File: src/rtl/calc_control_seq.sv
// Calculator control path: add/multiply (optional subtract with CALC_SUB_EN), chained operations.
// Latency: add/sub result on the equals/op edge; multiply takes WIDTH cycles with busy=1.
// Backpressure: button presses arriving while busy=1 are dropped.
module calc_control_seq #(
  parameter int WIDTH  = 8,
  parameter int RWIDTH = 2 * WIDTH
) (
  input  logic              clk,
  input  logic              clr_n,
  input  logic              btn_a,
  input  logic              btn_m,
  input  logic              btn_s,
  input  logic              btn_e,
  input  logic [WIDTH-1:0]  num_in,
  output logic [RWIDTH-1:0] disp,
  output logic              busy,
  output logic              ovf
);

  localparam int CW = $clog2(WIDTH + 1);
  localparam logic [CW-1:0] CNT_LAST = CW'(WIDTH - 1);

  typedef enum logic [1:0] {S_LOAD, S_OPND, S_MUL, S_RES} state_t;
  typedef enum logic [1:0] {OP_ADD, OP_MUL, OP_SUB} op_t;

  state_t state, state_d;
  op_t    op, op_d, new_op;

  logic [RWIDTH-1:0] acc, acc_d, disp_d;
  logic [RWIDTH-1:0] mcand, mcand_d, prod, prod_d;
  logic [WIDTH-1:0]  mplier, mplier_d;
  logic [CW-1:0]     cnt, cnt_d;
  logic              busy_d, ovf_d;
  logic              lost, lost_d, movf, movf_d, after_op, after_op_d;

  logic btn_a_q, btn_m_q, btn_e_q;
  logic press_a, press_m, press_s, press_e, any_op;

  logic [RWIDTH-1:0] opnd;
  logic [RWIDTH:0]   arith, mul_sum;

  assign opnd    = {{(RWIDTH - WIDTH){1'b0}}, num_in};
  assign press_a = btn_a & ~btn_a_q & ~busy;
  assign press_m = btn_m & ~btn_m_q & ~busy;
  assign press_e = btn_e & ~btn_e_q & ~busy;

`ifdef CALC_SUB_EN
  logic btn_s_q;
  assign press_s = btn_s & ~btn_s_q & ~busy;
  always_ff @(posedge clk or negedge clr_n) begin
    if (!clr_n) btn_s_q <= 1'b0;
    else        btn_s_q <= btn_s;
  end
`else
  logic unused_btn_s;
  assign unused_btn_s = btn_s;
  assign press_s      = 1'b0;
`endif

  assign any_op  = press_a | press_m | press_s;
  assign new_op  = press_m ? OP_MUL : (press_s ? OP_SUB : OP_ADD);
  assign mul_sum = {1'b0, prod} + {1'b0, mcand};

  // Top bit of arith is carry out for add, borrow for subtract.
  always_comb begin
    arith = {1'b0, acc} + {1'b0, opnd};
`ifdef CALC_SUB_EN
    if (op == OP_SUB) arith = {1'b0, acc} - {1'b0, opnd};
`endif
  end

  always_comb begin
    state_d    = state;
    op_d       = op;
    acc_d      = acc;
    disp_d     = disp;
    ovf_d      = ovf;
    busy_d     = busy;
    mcand_d    = mcand;
    mplier_d   = mplier;
    prod_d     = prod;
    cnt_d      = cnt;
    lost_d     = lost;
    movf_d     = movf;
    after_op_d = after_op;
    case (state)
      S_LOAD: begin
        if (any_op && !press_e) begin
          acc_d   = opnd;
          disp_d  = opnd;
          op_d    = new_op;
          ovf_d   = 1'b0;
          state_d = S_OPND;
        end
      end
      S_OPND: begin
        if (press_e || any_op) begin
          if (!press_e) op_d = new_op;
          if (op == OP_MUL) begin
            mcand_d    = acc;
            mplier_d   = num_in;
            prod_d     = '0;
            cnt_d      = '0;
            lost_d     = 1'b0;
            movf_d     = 1'b0;
            busy_d     = 1'b1;
            after_op_d = ~press_e;
            state_d    = S_MUL;
          end else begin
            acc_d   = arith[RWIDTH-1:0];
            disp_d  = arith[RWIDTH-1:0];
            ovf_d   = arith[RWIDTH];
            state_d = press_e ? S_RES : S_OPND;
          end
        end
      end
      S_MUL: begin
        // lost records multiplicand bits already shifted past the top.
        if (mplier[0]) begin
          prod_d = mul_sum[RWIDTH-1:0];
          movf_d = movf | mul_sum[RWIDTH] | lost;
        end
        lost_d   = lost | mcand[RWIDTH-1];
        mcand_d  = mcand << 1;
        mplier_d = mplier >> 1;
        cnt_d    = cnt + CW'(1);
        if (cnt == CNT_LAST) begin
          acc_d   = prod_d;
          disp_d  = prod_d;
          ovf_d   = movf_d;
          busy_d  = 1'b0;
          state_d = after_op ? S_OPND : S_RES;
        end
      end
      S_RES: begin
        if (any_op && !press_e) begin
          op_d    = new_op;
          ovf_d   = 1'b0;
          state_d = S_OPND;
        end
      end
      default: state_d = S_LOAD;
    endcase
  end

  always_ff @(posedge clk or negedge clr_n) begin
    if (!clr_n) begin
      state    <= S_LOAD;
      op       <= OP_ADD;
      acc      <= '0;
      disp     <= '0;
      ovf      <= 1'b0;
      busy     <= 1'b0;
      mcand    <= '0;
      mplier   <= '0;
      prod     <= '0;
      cnt      <= '0;
      lost     <= 1'b0;
      movf     <= 1'b0;
      after_op <= 1'b0;
      btn_a_q  <= 1'b0;
      btn_m_q  <= 1'b0;
      btn_e_q  <= 1'b0;
    end else begin
      state    <= state_d;
      op       <= op_d;
      acc      <= acc_d;
      disp     <= disp_d;
      ovf      <= ovf_d;
      busy     <= busy_d;
      mcand    <= mcand_d;
      mplier   <= mplier_d;
      prod     <= prod_d;
      cnt      <= cnt_d;
      lost     <= lost_d;
      movf     <= movf_d;
      after_op <= after_op_d;
      btn_a_q  <= btn_a;
      btn_m_q  <= btn_m;
      btn_e_q  <= btn_e;
    end
  end

endmodule
File: config.mk
export PLATFORM = sky130hd
export DESIGN_NAME = calc_control_seq
export DESIGN_NICKNAME = d
export VERILOG_FILES = /design/src/rtl/calc_control_seq.sv
export SDC_FILE = /design/constraint.sdc
export NUM_CORES = 1
export LEC_CHECK = 0
export BUFFER_PORTS_ARGS = -buffer_cell sky130_fd_sc_hd__buf_4
export CORE_MARGIN = 2
export CORE_UTILIZATION = 30
export DETAILED_ROUTE_END_ITERATION = 6
export SETUP_SLACK_MARGIN = 0.02
export SYNTH_ARGS = -nofsm -noshare
export SYNTH_HDL_FRONTEND = slang
export SYNTH_SLANG_ARGS = --single-unit
File: constraint.sdc
create_clock -name clk -period 3.4 [get_ports clk]
set_input_delay 0.51 -clock clk [delete_from_list [all_inputs] [get_ports clk]]
set_output_delay 0.51 -clock clk [all_outputs]
set_load 0.005 [all_outputs]
# Yosys cells after proc, flatten, opt, wreduce, memory -nomap -nowiden
# Index checks and enable logic that the tools add are counted.
dict set report word_totals {
  regBits 72
  word_cells 104
}
dict set report classes {
  addsub 3
  n_eq_ne 12
  mux 44
  bitwise 15
  reduce_logical 15
}
# op count
set ops {}
lappend ops {{16-bit 2-to-1 mux} 9}
lappend ops {{16-bit case mux with 2 select lines} 2}
lappend ops {{16-bit case mux with 3 select lines} 1}
lappend ops {{2-bit 2-to-1 mux} 9}
lappend ops {{16-bit by 16-bit adder with 17-bit output} 1}
lappend ops {{16-bit by 8-bit adder with 17-bit output} 1}
lappend ops {{8-bit 2-to-1 mux} 2}
lappend ops {{8-bit case mux with 2 select lines} 1}
lappend ops {{2-bit inequality test (second input constant)} 6}
lappend ops {{4-bit AND reduction} 3}
lappend ops {{1-bit 2-to-1 mux} 11}
lappend ops {{3-bit AND reduction} 3}
lappend ops {{4-bit 2-to-1 mux} 2}
lappend ops {{4-bit case mux with 2 select lines} 1}
lappend ops {{1-bit AND} 6}
lappend ops {{1-bit case mux with 2 select lines} 3}
lappend ops {{2-bit case mux with 3 select lines} 1}
lappend ops {{1-bit NOT} 5}
lappend ops {{5-bit AND reduction} 1}
lappend ops {{4-bit by 1-bit adder with 4-bit output (second input constant)} 1}
lappend ops {{2-bit by 1-bit == test with 1-bit output (second input constant)} 2}
lappend ops {{2-bit == test (second input constant)} 2}
lappend ops {{4-bit by 3-bit == test with 1-bit output (second input constant)} 1}
lappend ops {{1-bit OR} 4}
lappend ops {{10 further kinds} 11}

# Logic depth before layout (Yosys ltp)
dict set report logic_depth {
  depth_word 7
  mapped_depth 10
}

# Worst setup path after synthesis
# Ideal clock, no wire load.
dict set report synth_path {
  kind {input -> register}
  startpoint {in num_in[0]}
  endpoint {reg acc[10]}
  setup_ps 126
  t_arrival_ps 2380
  required_ps 3274
  setup_slack_ps 894
  cell_stages 8
  n_path_buf 0
  cell_sequence {ha_1 fa_1 a211oi_1 o21ai_0 a31oi_1 or3_1 a21oi_1 a221o_1}
}
dict set report synth_via {
  elab_chain_len 4
}
# item line_no
set synth_lines {}
lappend synth_lines {{from (decl)} 14} ;# input logic [WIDTH-1:0] num_in,
lappend synth_lines {{16-bit by 8-bit adder with 17-bit output} 66} ;# arith = {1'b0, acc} + {1'b0, opnd};
lappend synth_lines {{16-bit 2-to-1 mux} 99} ;# if (op == OP_MUL) begin
lappend synth_lines {{16-bit 2-to-1 mux} 97} ;# if (press_e || any_op) begin
lappend synth_lines {{16-bit case mux with 3 select lines} 86} ;# case (state)
lappend synth_lines {{to (signal assigned)} 150} ;# acc <= '0;
lappend synth_lines {{to (signal assigned)} 167} ;# acc <= acc_d;
lappend synth_lines {{to (decl)} 29} ;# logic [RWIDTH-1:0] acc, acc_d, disp_d;
# No other way between the ends. The select of a mux whose other input is x is not followed.
# A chain may end at the register's enable or synchronous reset.

# Worst setup path in the final report
dict set report layout_path {
  startpoint {reg acc[0]}
  endpoint {reg acc[10]}
}
dict set report layout_via {
  elab_chain_len 4
}
# item line_no
set layout_lines {}
lappend layout_lines {{16-bit by 8-bit adder with 17-bit output} 66}
lappend layout_lines {{16-bit 2-to-1 mux} 99}
lappend layout_lines {{16-bit 2-to-1 mux} 97}
lappend layout_lines {{16-bit case mux with 3 select lines} 86}
# No other way between the ends. The select of a mux whose other input is x is not followed.

==> run_results.csv <==
group,metric,value,unit
placed_design,portBuffers,30,
synth,ys_seq_elements,71,
sta,setup_tns,0,ns
sta,setup_ws,0.548,ns
hold_path,hp-class,"in -> reg",
clock_network,ctsHoldBuffers,0,
sta,min_period,2.85,ns
die,die_h,131,µm
job,maxCapViolCount,0,
drt,ant_nets,0,
layout,fin_cells,791,
power,leakage,2.41,nW
worst_setup_path,cp_slowest_stage_delay,0.45,ns
worst_setup_path,cp-start-kind,"flop",
placed_design,place_inst,775,
sta,whs,0.291,ns
synth,synth_fp_nets,587,
synth,async_flop_share,1.00,
clock_network,cts_tree,"yes",
clock_network,clkLatencyLatePin,0.34,ns
synth,synth_edf_count,0,
synth,synth_area_leaders,"dfrtp_1 (36%), ha_1 (7.7%), mux2i_1 (6.0%), nand2_1 (5.9%), o21ai_0 (5.6%)",
drt,vias_per_cell,5.51,
power,pwr_density_cell,626,nW/µm²
worst_setup_path,reg2reg_from,"acc[0]$_DFFE_PN0P_",
die,ios,32,
synth,yosysTopAreaCell,"dfrtp_1",
global_routing,antenna_found_initial,0,
sta,finalSetupViolCount,0,
synth,synth.cell_area,4870,µm²
sta,hold_violations,0,
synth,synth_top_cells_by_count,"nand2_1 (77), dfrtp_1 (71), o21ai_0 (55), ha_1 (30), mux2i_1 (29)",
clock_network,cts.sinks,71,
worst_setup_path,cpMaxStageDelayCell,"a31oi_1",
worst_setup_path,criticalPathCategory,"reg -> reg",
power,totalPowerFinal,3.54,mW
synth,yosys.cell_count.top_type,"nand2_1",
sta,slew_headroom,0.336,
synth,ys_dominant_reg_cell,"dfrtp_1",
clock_network,cts_resized,0,
synth,yosysSeqAreaShare,0.365,
clock_network,numCtsBuffers,9,
layout,synthToLayoutAreaGrowth,16.0,%
clock_network,htreeDepth,3,
hold_path,hold_start,"btn_m",
hold_path,whs_endpoint,"btn_m_q$_DFF_PN0_",
worst_setup_path,end_kind,"flop",
power,ir_worst_vdd,308,µV
clock_network,root_buffer,"clkbuf_16",
die,start_util,0.307,
placed_design,gp_congestion,0.839,
drt,vias,4361,
die,die_w,131,µm
drt,drtPass1Iterations,5,
synth,yosysWarnings,0,
synth,yosysUniqueCellTypes,59,
layout,n_antenna_cell,0,
drt,drt_iter0_markers,323,
global_routing,grtUsageTotal,0.162,
synth,postSynthAreaPerCell,9.01,µm²
clock_network,post_cts_buffers,0,
drt,drc,0,
die,core,15900,µm²
drt,wl_per_cell,17.3,µm
global_routing,grt_pass1_vias,4266,
sta,fin_skew,0.00810,ns
global_routing,overflow,0,
sta,drv_slew,0,
die,num_rows,46,
worst_setup_path,rr_worst_depth,8,
placed_design,dp_hpwl,9920,µm
worst_setup_path,critical_path_arrival,3.07,ns
worst_setup_path,cp.required,3.62,ns
synth,syn_inst,541,
clock_network,cts_buffer_depth,2,
synth,yosysTopAreaCellShare,0.365,
die,die_area,17300,µm²
worst_setup_path,critPathMaxFanout,5,
clock_network,cts.clk_slew.worst_paths,0.06,ns
sta,rsz0062_at_grt,"false",
layout,finalNetCount,616,
sta,worst_slew_pin_slew,0.992,ns
sta,fmax,351,MHz
sta,fin_crit_sh,0.839,
worst_setup_path,timing.rr.end,"acc[10]$_DFFE_PN0P_",
hold_path,whs_path_depth,1,
global_routing,grt_max_degree,72,
worst_setup_path,path_cells,"ha_1, fa_1, a211oi_1, o21ai_0, a31oi_1, or3_1, a21oi_1, a221o_1",
placed_design,place_ws,0.394,ns
worst_setup_path,critPathLaunch,"acc[0]$_DFFE_PN0P_",
global_routing,grt_pass1_wl,22700,µm
run_status,outcome,"finished clean",
drt,wl,13700,µm
layout,layout-drive-gt1-share,0.127,
worst_setup_path,reg2reg_slack,0.55,ns
cell usage in the layout (no fill, tap or decap), drive strengths merged, types with 4 or more instances in the layout:
cell    count
a22o        6
o31a        4
xnor2      12
a221oi      5
nand2      77
or3         5
a211o       4
nor3        8
dfrtp      71
inv        16
a21o       12
a32o        5
nand3       8
mux2        5
nor4        5
o21bai      5
nand2b      5
o21a        7
buf        42
and3        7
a211oi     12
a31oi       4
o211ai     11
a22oi       4
ha         30
o31ai       8
mux2i      29
nor2       28
a21oi      29
o21ai      56
clkbuf     13
or4         4
stage by stage:
step / cell area (µm²) / utilization
6_report: 5650 / 0.356
5_1_grt: 5650 / 0.356
4_1_cts: 5650 / 0.356
3_5_place_dp: 5380 / 0.338
3_3_place_gp: 5380 / 0.338
2_1_floorplan: 4870 / -
layer usage:
layer | wire length (µm) | vias up | track usage | part of all wire
li1 | - | 2096 | - | -
met1 | 6250 | 2095 | 0.218 | 0.46
met2 | 6420 | 139 | 0.259 | 0.47
met3 | 700 | 31 | 0.0301 | 0.051
met4 | 340 | 0 | 0.0604 | 0.025
met5 | 0 | - | 0 | 0
flip-flops by register name, indices dropped and copies added (netlist names):
name	flops
movf	1
btn_e_q	1
mcand	16
busy	1
prod	16
after_op	1
mplier	8
lost	1
acc	16
state	2
ovf	1
btn_m_q	1
op	1
cnt	4
btn_a_q	1
power by group:
part / internal (mW) / leakage (nW) / switching (mW)
logic: 0.642 / 1.46 / 0.870
clock network: 0.532 / 0.136 / 0.362
registers: 0.964 / 0.810 / 0.168
total: 2.14 / 2.41 / 1.40
critical path: cells and delay by family, from the launching register on:
kind / cells / cell delay [ns]
fa+ha+maj: 2 / 0.68
flops: 1 / 0.42
compound gates: 5 / 1.45
simple gates: 1 / 0.18
logic make-up after synthesis:
| family | Yosys count | share of synthesized area |
|---|---|---|
| compound gates | 192 | 0.272 |
| simple gates | 157 | 0.148 |
| flops | 71 | 0.365 |
| buf+inv | 40 | 0.0321 |
| mux | 34 | 0.0711 |
| fa+ha+maj | 32 | 0.0853 |
| xor+xnor | 15 | 0.0270 |
how the worst max path moves through the flow:
stage                     endpoint  slack [ns]
3_5_place_dp   acc[10]$_DFFE_PN0P_        0.39
6_report       acc[10]$_DFFE_PN0P_        0.55
3_3_place_gp   acc[10]$_DFFE_PN0P_        0.45
4_1_cts        acc[10]$_DFFE_PN0P_        0.59
5_1_grt        acc[10]$_DFFE_PN0P_        0.40
2_1_floorplan  acc[10]$_DFFE_PN0P_        0.89
layout make-up:
cell class                 count  area [µm²]
timing repair buffer          42         315
sequential                    71        1780
tap                          216         270
multi-input combinational    430        2950
clock inverter                 3        17.5
clock buffer                  13         260
inverter                      16        60.1
fill                        1657       10200
Note: power is estimated with default switching activity, not from simulation.
